--- config.mk ---
export PLATFORM = sky130hd
export DESIGN_NAME = coreir_unconcat_ser_flat
export DESIGN_NICKNAME = d
export VERILOG_FILES = /design/src/rtl/coreir_unconcat_ser_if.sv /design/src/rtl/coreir_unconcat_ser.sv /design/src/flat_wrapper.sv
export SDC_FILE = /design/constraint.sdc
export NUM_CORES = 1
export LEC_CHECK = 0
export BUFFER_PORTS_ARGS = -buffer_cell sky130_fd_sc_hd__buf_2
export CORE_UTILIZATION = 30
export DETAILED_ROUTE_END_ITERATION = 7
export HOLD_SLACK_MARGIN = 0.06
export PLACE_DENSITY = 0.62
export SLEW_MARGIN = 20
export SYNTH_ARGS = -nofsm -noshare
export SYNTH_HDL_FRONTEND = slang
export SYNTH_SLANG_ARGS = --single-unit
--- constraint.sdc ---
create_clock -name clk -period 2.7 [get_ports clk]
set_input_delay 0.27 -clock clk [delete_from_list [all_inputs] [get_ports clk]]
set_output_delay 0.27 -clock clk [all_outputs]
set_load 0.03 [all_outputs]
--- src/rtl/coreir_unconcat_ser_if.sv ---
// Handshake bundle for coreir_unconcat_ser: one wide word in, chunk-wide slices out.
// slave is the splitter's view, master is the producer/consumer side.
interface coreir_unconcat_ser_if #(
    parameter int width = 16,
    parameter int chunk = 4
);
    localparam int NUM = width / chunk;
    localparam int IW  = (NUM > 1) ? $clog2(NUM) : 1;

    logic             in_valid;
    logic             in_ready;
    logic [width-1:0] in;
    logic             out_valid;
    logic             out_ready;
    logic [chunk-1:0] out;
    logic [IW-1:0]    out_idx;
    logic             out_last;

    modport master (
        output in_valid, in, out_ready,
        input  in_ready, out_valid, out, out_idx, out_last
    );

    modport slave (
        input  in_valid, in, out_ready,
        output in_ready, out_valid, out, out_idx, out_last
    );
endinterface

--- src/rtl/coreir_unconcat_ser.sv ---
// Streaming splitter (inverse of concat): one width-bit word in, width/chunk slices out.
// Define COREIR_UNCONCAT_MSB_FIRST_EN to emit the most significant slice first.
module coreir_unconcat_ser #(
    parameter int width = 16,
    parameter int chunk = 4
) (
    input  logic                 clk,
    input  logic                 arst_n,
    coreir_unconcat_ser_if.slave bus
);
    localparam int NUM = width / chunk;
    localparam int IW  = (NUM > 1) ? $clog2(NUM) : 1;
    localparam logic [IW-1:0] LAST     = IW'(NUM - 1);
    localparam logic [IW-1:0] PRE_LAST = IW'((NUM > 1) ? NUM - 2 : 0);

    generate
        if (chunk < 1 || chunk > width || (width % chunk) != 0) begin : g_bad_cfg
            $error("coreir_unconcat_ser: width must be a positive multiple of chunk");
        end
    endgenerate

    typedef enum logic {IDLE = 1'b0, BUSY = 1'b1} state_t;

    state_t                    state;
    logic [NUM-1:0][chunk-1:0] word;
    logic [IW-1:0]             idx;
    logic                      out_valid_q;
    logic                      out_last_q;
    logic                      run;   // holds in_ready low until the first edge after reset
    logic [IW-1:0]             sel;

    // A new word may enter when idle, or on the final slice's handshake (no bubble).
    assign bus.in_ready = run && ((state == IDLE) ||
                                  (state == BUSY && out_last_q && bus.out_ready));

    always_ff @(posedge clk or negedge arst_n) begin
        if (!arst_n) begin
            state       <= IDLE;
            word        <= '0;
            idx         <= '0;
            out_valid_q <= 1'b0;
            out_last_q  <= 1'b0;
            run         <= 1'b0;
        end else begin
            run <= 1'b1;
            case (state)
                IDLE: begin
                    if (bus.in_valid && bus.in_ready) begin
                        word        <= bus.in;
                        idx         <= '0;
                        state       <= BUSY;
                        out_valid_q <= 1'b1;
                        out_last_q  <= (NUM == 1);
                    end
                end
                BUSY: begin
                    if (bus.out_ready) begin
                        if (!out_last_q) begin
                            idx        <= idx + IW'(1);
                            out_last_q <= (idx == PRE_LAST);
                        end else if (bus.in_valid) begin
                            word       <= bus.in;
                            idx        <= '0;
                            out_last_q <= (NUM == 1);
                        end else begin
                            state       <= IDLE;
                            idx         <= '0;
                            out_valid_q <= 1'b0;
                            out_last_q  <= 1'b0;
                        end
                    end
                end
                default: state <= IDLE;
            endcase
        end
    end

`ifdef COREIR_UNCONCAT_MSB_FIRST_EN
    assign sel = LAST - idx;
`else
    assign sel = idx;
`endif

    // Slice mux reads only the word register, so out never sees in combinationally.
    generate
        if (NUM == 1) begin : g_single
            assign bus.out = word[0];
        end else begin : g_multi
            assign bus.out = word[sel];
        end
    endgenerate

    assign bus.out_valid = out_valid_q;
    assign bus.out_idx   = idx;
    assign bus.out_last  = out_last_q;
endmodule

--- src/flat_wrapper.sv ---
// flat-port wrapper written by rule: the top's interface ports become plain ports
module coreir_unconcat_ser_flat 
#(
    parameter int width = 16,
    parameter int chunk = 4
)
  (clk, arst_n, bus_in_valid, bus_in, bus_out_ready, bus_in_ready, bus_out_valid, bus_out, bus_out_idx, bus_out_last);
  coreir_unconcat_ser_if #(.width(width), .chunk(chunk)) bus_i ();
  input  logic clk;
  input  logic arst_n;
  input wire logic [$bits(bus_i.in_valid)-1:0] bus_in_valid;
  input wire logic [$bits(bus_i.in)-1:0] bus_in;
  input wire logic [$bits(bus_i.out_ready)-1:0] bus_out_ready;
  output wire logic [$bits(bus_i.in_ready)-1:0] bus_in_ready;
  output wire logic [$bits(bus_i.out_valid)-1:0] bus_out_valid;
  output wire logic [$bits(bus_i.out)-1:0] bus_out;
  output wire logic [$bits(bus_i.out_idx)-1:0] bus_out_idx;
  output wire logic [$bits(bus_i.out_last)-1:0] bus_out_last;
  assign bus_i.in_valid = bus_in_valid;
  assign bus_i.in = bus_in;
  assign bus_i.out_ready = bus_out_ready;
  assign bus_in_ready = bus_i.in_ready;
  assign bus_out_valid = bus_i.out_valid;
  assign bus_out = bus_i.out;
  assign bus_out_idx = bus_i.out_idx;
  assign bus_out_last = bus_i.out_last;
  coreir_unconcat_ser #(.width(width), .chunk(chunk)) u_core (.clk(clk), .arst_n(arst_n), .bus(bus_i));
endmodule
==> flow_metrics.env <==
export IMPL_fin_crit_sh=0.687
export IMPL_grt_pass1_wl_um=3070
export IMPL_vias_per_cell=4.33
export IMPL_r2r_end="u_core.word[12]"
export IMPL_detailedPlace_worstSlack_ns=0.971
export IMPL_drc=0
export IMPL_drive_gt1_frac=0.564
export IMPL_grt_use_met1=0.153
export IMPL_die_w_um=58.5
export IMPL_crit_family="flip-flops"
export IMPL_post_cts_resized=0
export IMPL_final_setup_tns_ns=0
export IMPL_min_period_ns=1.85
export IMPL_path_buf_inv=1
export IMPL_holdCritStartpoint="bus_in[3]"
export IMPL_clock_sinks=22
export IMPL_hold_path_class="in -> reg"
export IMPL_wl_per_cell_um=12.0
export IMPL_crit_path_max_fanout=6
export IMPL_die_area_um2=3420
export IMPL_ys_seq_area_frac=0.574
export IMPL_finalMaxSlewViolations=0
export IMPL_place_gp_congestion=0.748
export IMPL_final_cell_mix="buf_2 (28), dfrtp_1 (22), mux2_2 (17), nand2_1 (5), mux4_2 (4)"
export IMPL_setup_viol=0
export IMPL_fin_ws_ns=0.845
export IMPL_postRouteAntennaNets=0
export IMPL_synthCells=64
export IMPL_antenna_found_initial=0
export IMPL_boundaryPins=29
export IMPL_crit_required_ns=2.43
export IMPL_wirelength_um=1650
export IMPL_worst_pin_slew_ns=0.815
export IMPL_synth_nets=85
export IMPL_final_common_cell="buf_2"
export IMPL_ys_types=18
export IMPL_slowest_delay_ns=0.55
export IMPL_final_hold_viol_count=0
export IMPL_syn_area_um2=958
export IMPL_fp_dieH_um=58.5
export IMPL_power_density_nw_per_um2=1170
export IMPL_grt_max_degree=23
export IMPL_crit_type="reg -> out"
export IMPL_rrSetupSlack_ns=0.99
export IMPL_clk_path_buf_depth=2
export IMPL_path_cells="mux4_2, buf_2"
export IMPL_clkLatencyLatePin_ns=0.29
export IMPL_htreeDepth=1
export IMPL_power_leakage_nw=0.544
export IMPL_status="completed"
export IMPL_cts_root_buffer="clkbuf_4"
export IMPL_areaGrowthSynthToFinish_pct=22.2
export IMPL_startpoint_type="flop"
export IMPL_grt_pass1_vias=694
export IMPL_met2_usage=0.199
export IMPL_clk_pin_slew_ns=0.11
export IMPL_firstDrtPassIters=3
export IMPL_post_cts_buffers=0
export IMPL_maxCapViolations=0
export IMPL_finalClockSkew_ns=0.00787
export IMPL_overflow=0
export IMPL_min_to="u_core.word[3]"
export IMPL_max_freq_mhz=539
export IMPL_synth_seq_cells=22
export IMPL_reg2reg_from="u_core.state"
export IMPL_critPathCaptureType="output pin"
export IMPL_core_area_um2=3050
export IMPL_port_buffers=28
export IMPL_met3_usage=0.0198
export IMPL_rows=20
export IMPL_fin_worst_hold_slack_ns=0.198
export IMPL_arrival_ns=1.58
export IMPL_grt_busiest_layer="met2"
export IMPL_slew_headroom=0.457
export IMPL_numCtsBuffers=3
export IMPL_num_antenna_cells=0
export IMPL_yosysWarnings=0
export IMPL_nets=117
export IMPL_start_util=0.314
export IMPL_cts_tree="yes"
export IMPL_reg2reg_depth=3
export IMPL_hold_depth=2
export IMPL_ir_drop_uv=534
export IMPL_track_usage=0.120
export IMPL_vias=598
export IMPL_grt_setup_unrepaired="false"
export IMPL_crit_slowest_cell="dfrtp_1"
export IMPL_hpwl_um=1270
export IMPL_syn_area_per_cell_um2=15.0
export IMPL_drt_iter0_markers=4
[where the power goes]
part	switching [W]	internal (W)	total [W]	leakage, nW
clock	0.0000879	0.0000518	0.000140	0.0138
combinational	0.000319	0.000310	0.000629	0.265
sequential	0.000117	0.000479	0.000597	0.265
total	0.000524	0.000841	0.00137	0.544
[through the flow]
step,util,total power (W),instance area [um^2],cells
floorplan,-,0.00108,958,64
global route,0.384,0.00148,1170,138
CTS,0.384,0.00139,1170,138
global placement,0.373,0.00122,1140,134
detailed placement,0.373,0.00125,1140,134
finish,0.384,0.00137,1170,138
[registers in the layout (all words and copies together), names as in the netlist]
| register | count |
|---|---|
| u_core.bus.out_last | 1 |
| u_core.bus.out_idx | 2 |
| u_core.bus.out_valid | 1 |
| u_core.word | 16 |
| u_core.state | 1 |
| u_core.run | 1 |
[cells in the mapped netlist]
library cell	instances	area, um^2
a21oi_1	2	10.0
nor3_1	1	5.00
a21boi_0	1	7.51
inv_1	1	3.75
clkbuf_1	1	3.75
dfrtp_1	22	551
ha_1	1	12.5
o22ai_2	1	12.5
nor2_1	1	3.75
nand2_1	5	18.8
mux2_2	17	191
conb_1	1	3.75
a21o_1	1	7.51
buf_6	1	11.3
mux4_2	4	90.1
o21ai_0	2	10.0
o21a_1	1	7.51
a22o_1	1	8.76
[layer usage]
| metal | routed length, um | part of all wire |
|---|---|---|
| met3 | 77 | 0.047 |
| met1 | 734 | 0.44 |
| met2 | 825 | 0.50 |
| met5 | 0 | 0 |
| met4 | 13 | 0.0079 |
[cell type report]
class,instances,area (um^2)
multi-input cells,39,389
repair buffers,29,150
well taps,44,55.1
inverters,1,3.75
fillers,321,1880
flip-flops and latches,22,551
clock buffers,3,22.5
[logic make-up (layout without fill, tap and decap cells)]
kind of cell,after synthesis,count (layout),share of synthesized area
other,1,1,0.00391
AOI/OAI and AO/OA,9,9,0.0666
adders and majority gates,1,1,0.0131
muxes,21,21,0.294
DFF,22,22,0.574
and+or+nand+nor,7,7,0.0287
buffers and inverters,3,33,0.0196
[how the worst max path moves through the flow]
stage	to	from	cells past startpoint
floorplan	bus_in_ready	u_core.bus.out_last	2
CTS	bus_out[2]	u_core.bus.out_idx[0]	2
finish	bus_out[1]	u_core.bus.out_idx[0]	2
detailed placement	u_core.word[12]	bus_in_valid	4
global route	bus_out[1]	u_core.bus.out_idx[0]	2
global placement	u_core.word[6]	bus_in_valid	4
[worst reg2reg max path, stage by stage, from the launching register on]
cell and delay (ns):
dfrtp_1 0.46, nand2_1 0.09, o22ai_2 0.63, mux2_2 0.43
[repair_timing]
action                                  in CTS  in global routing
hold buffers                                 1                  0
hold endpoints to repair                    22                  0
endpoints found under the setup margin       0                  0
(Power assumes the default switching activity.)
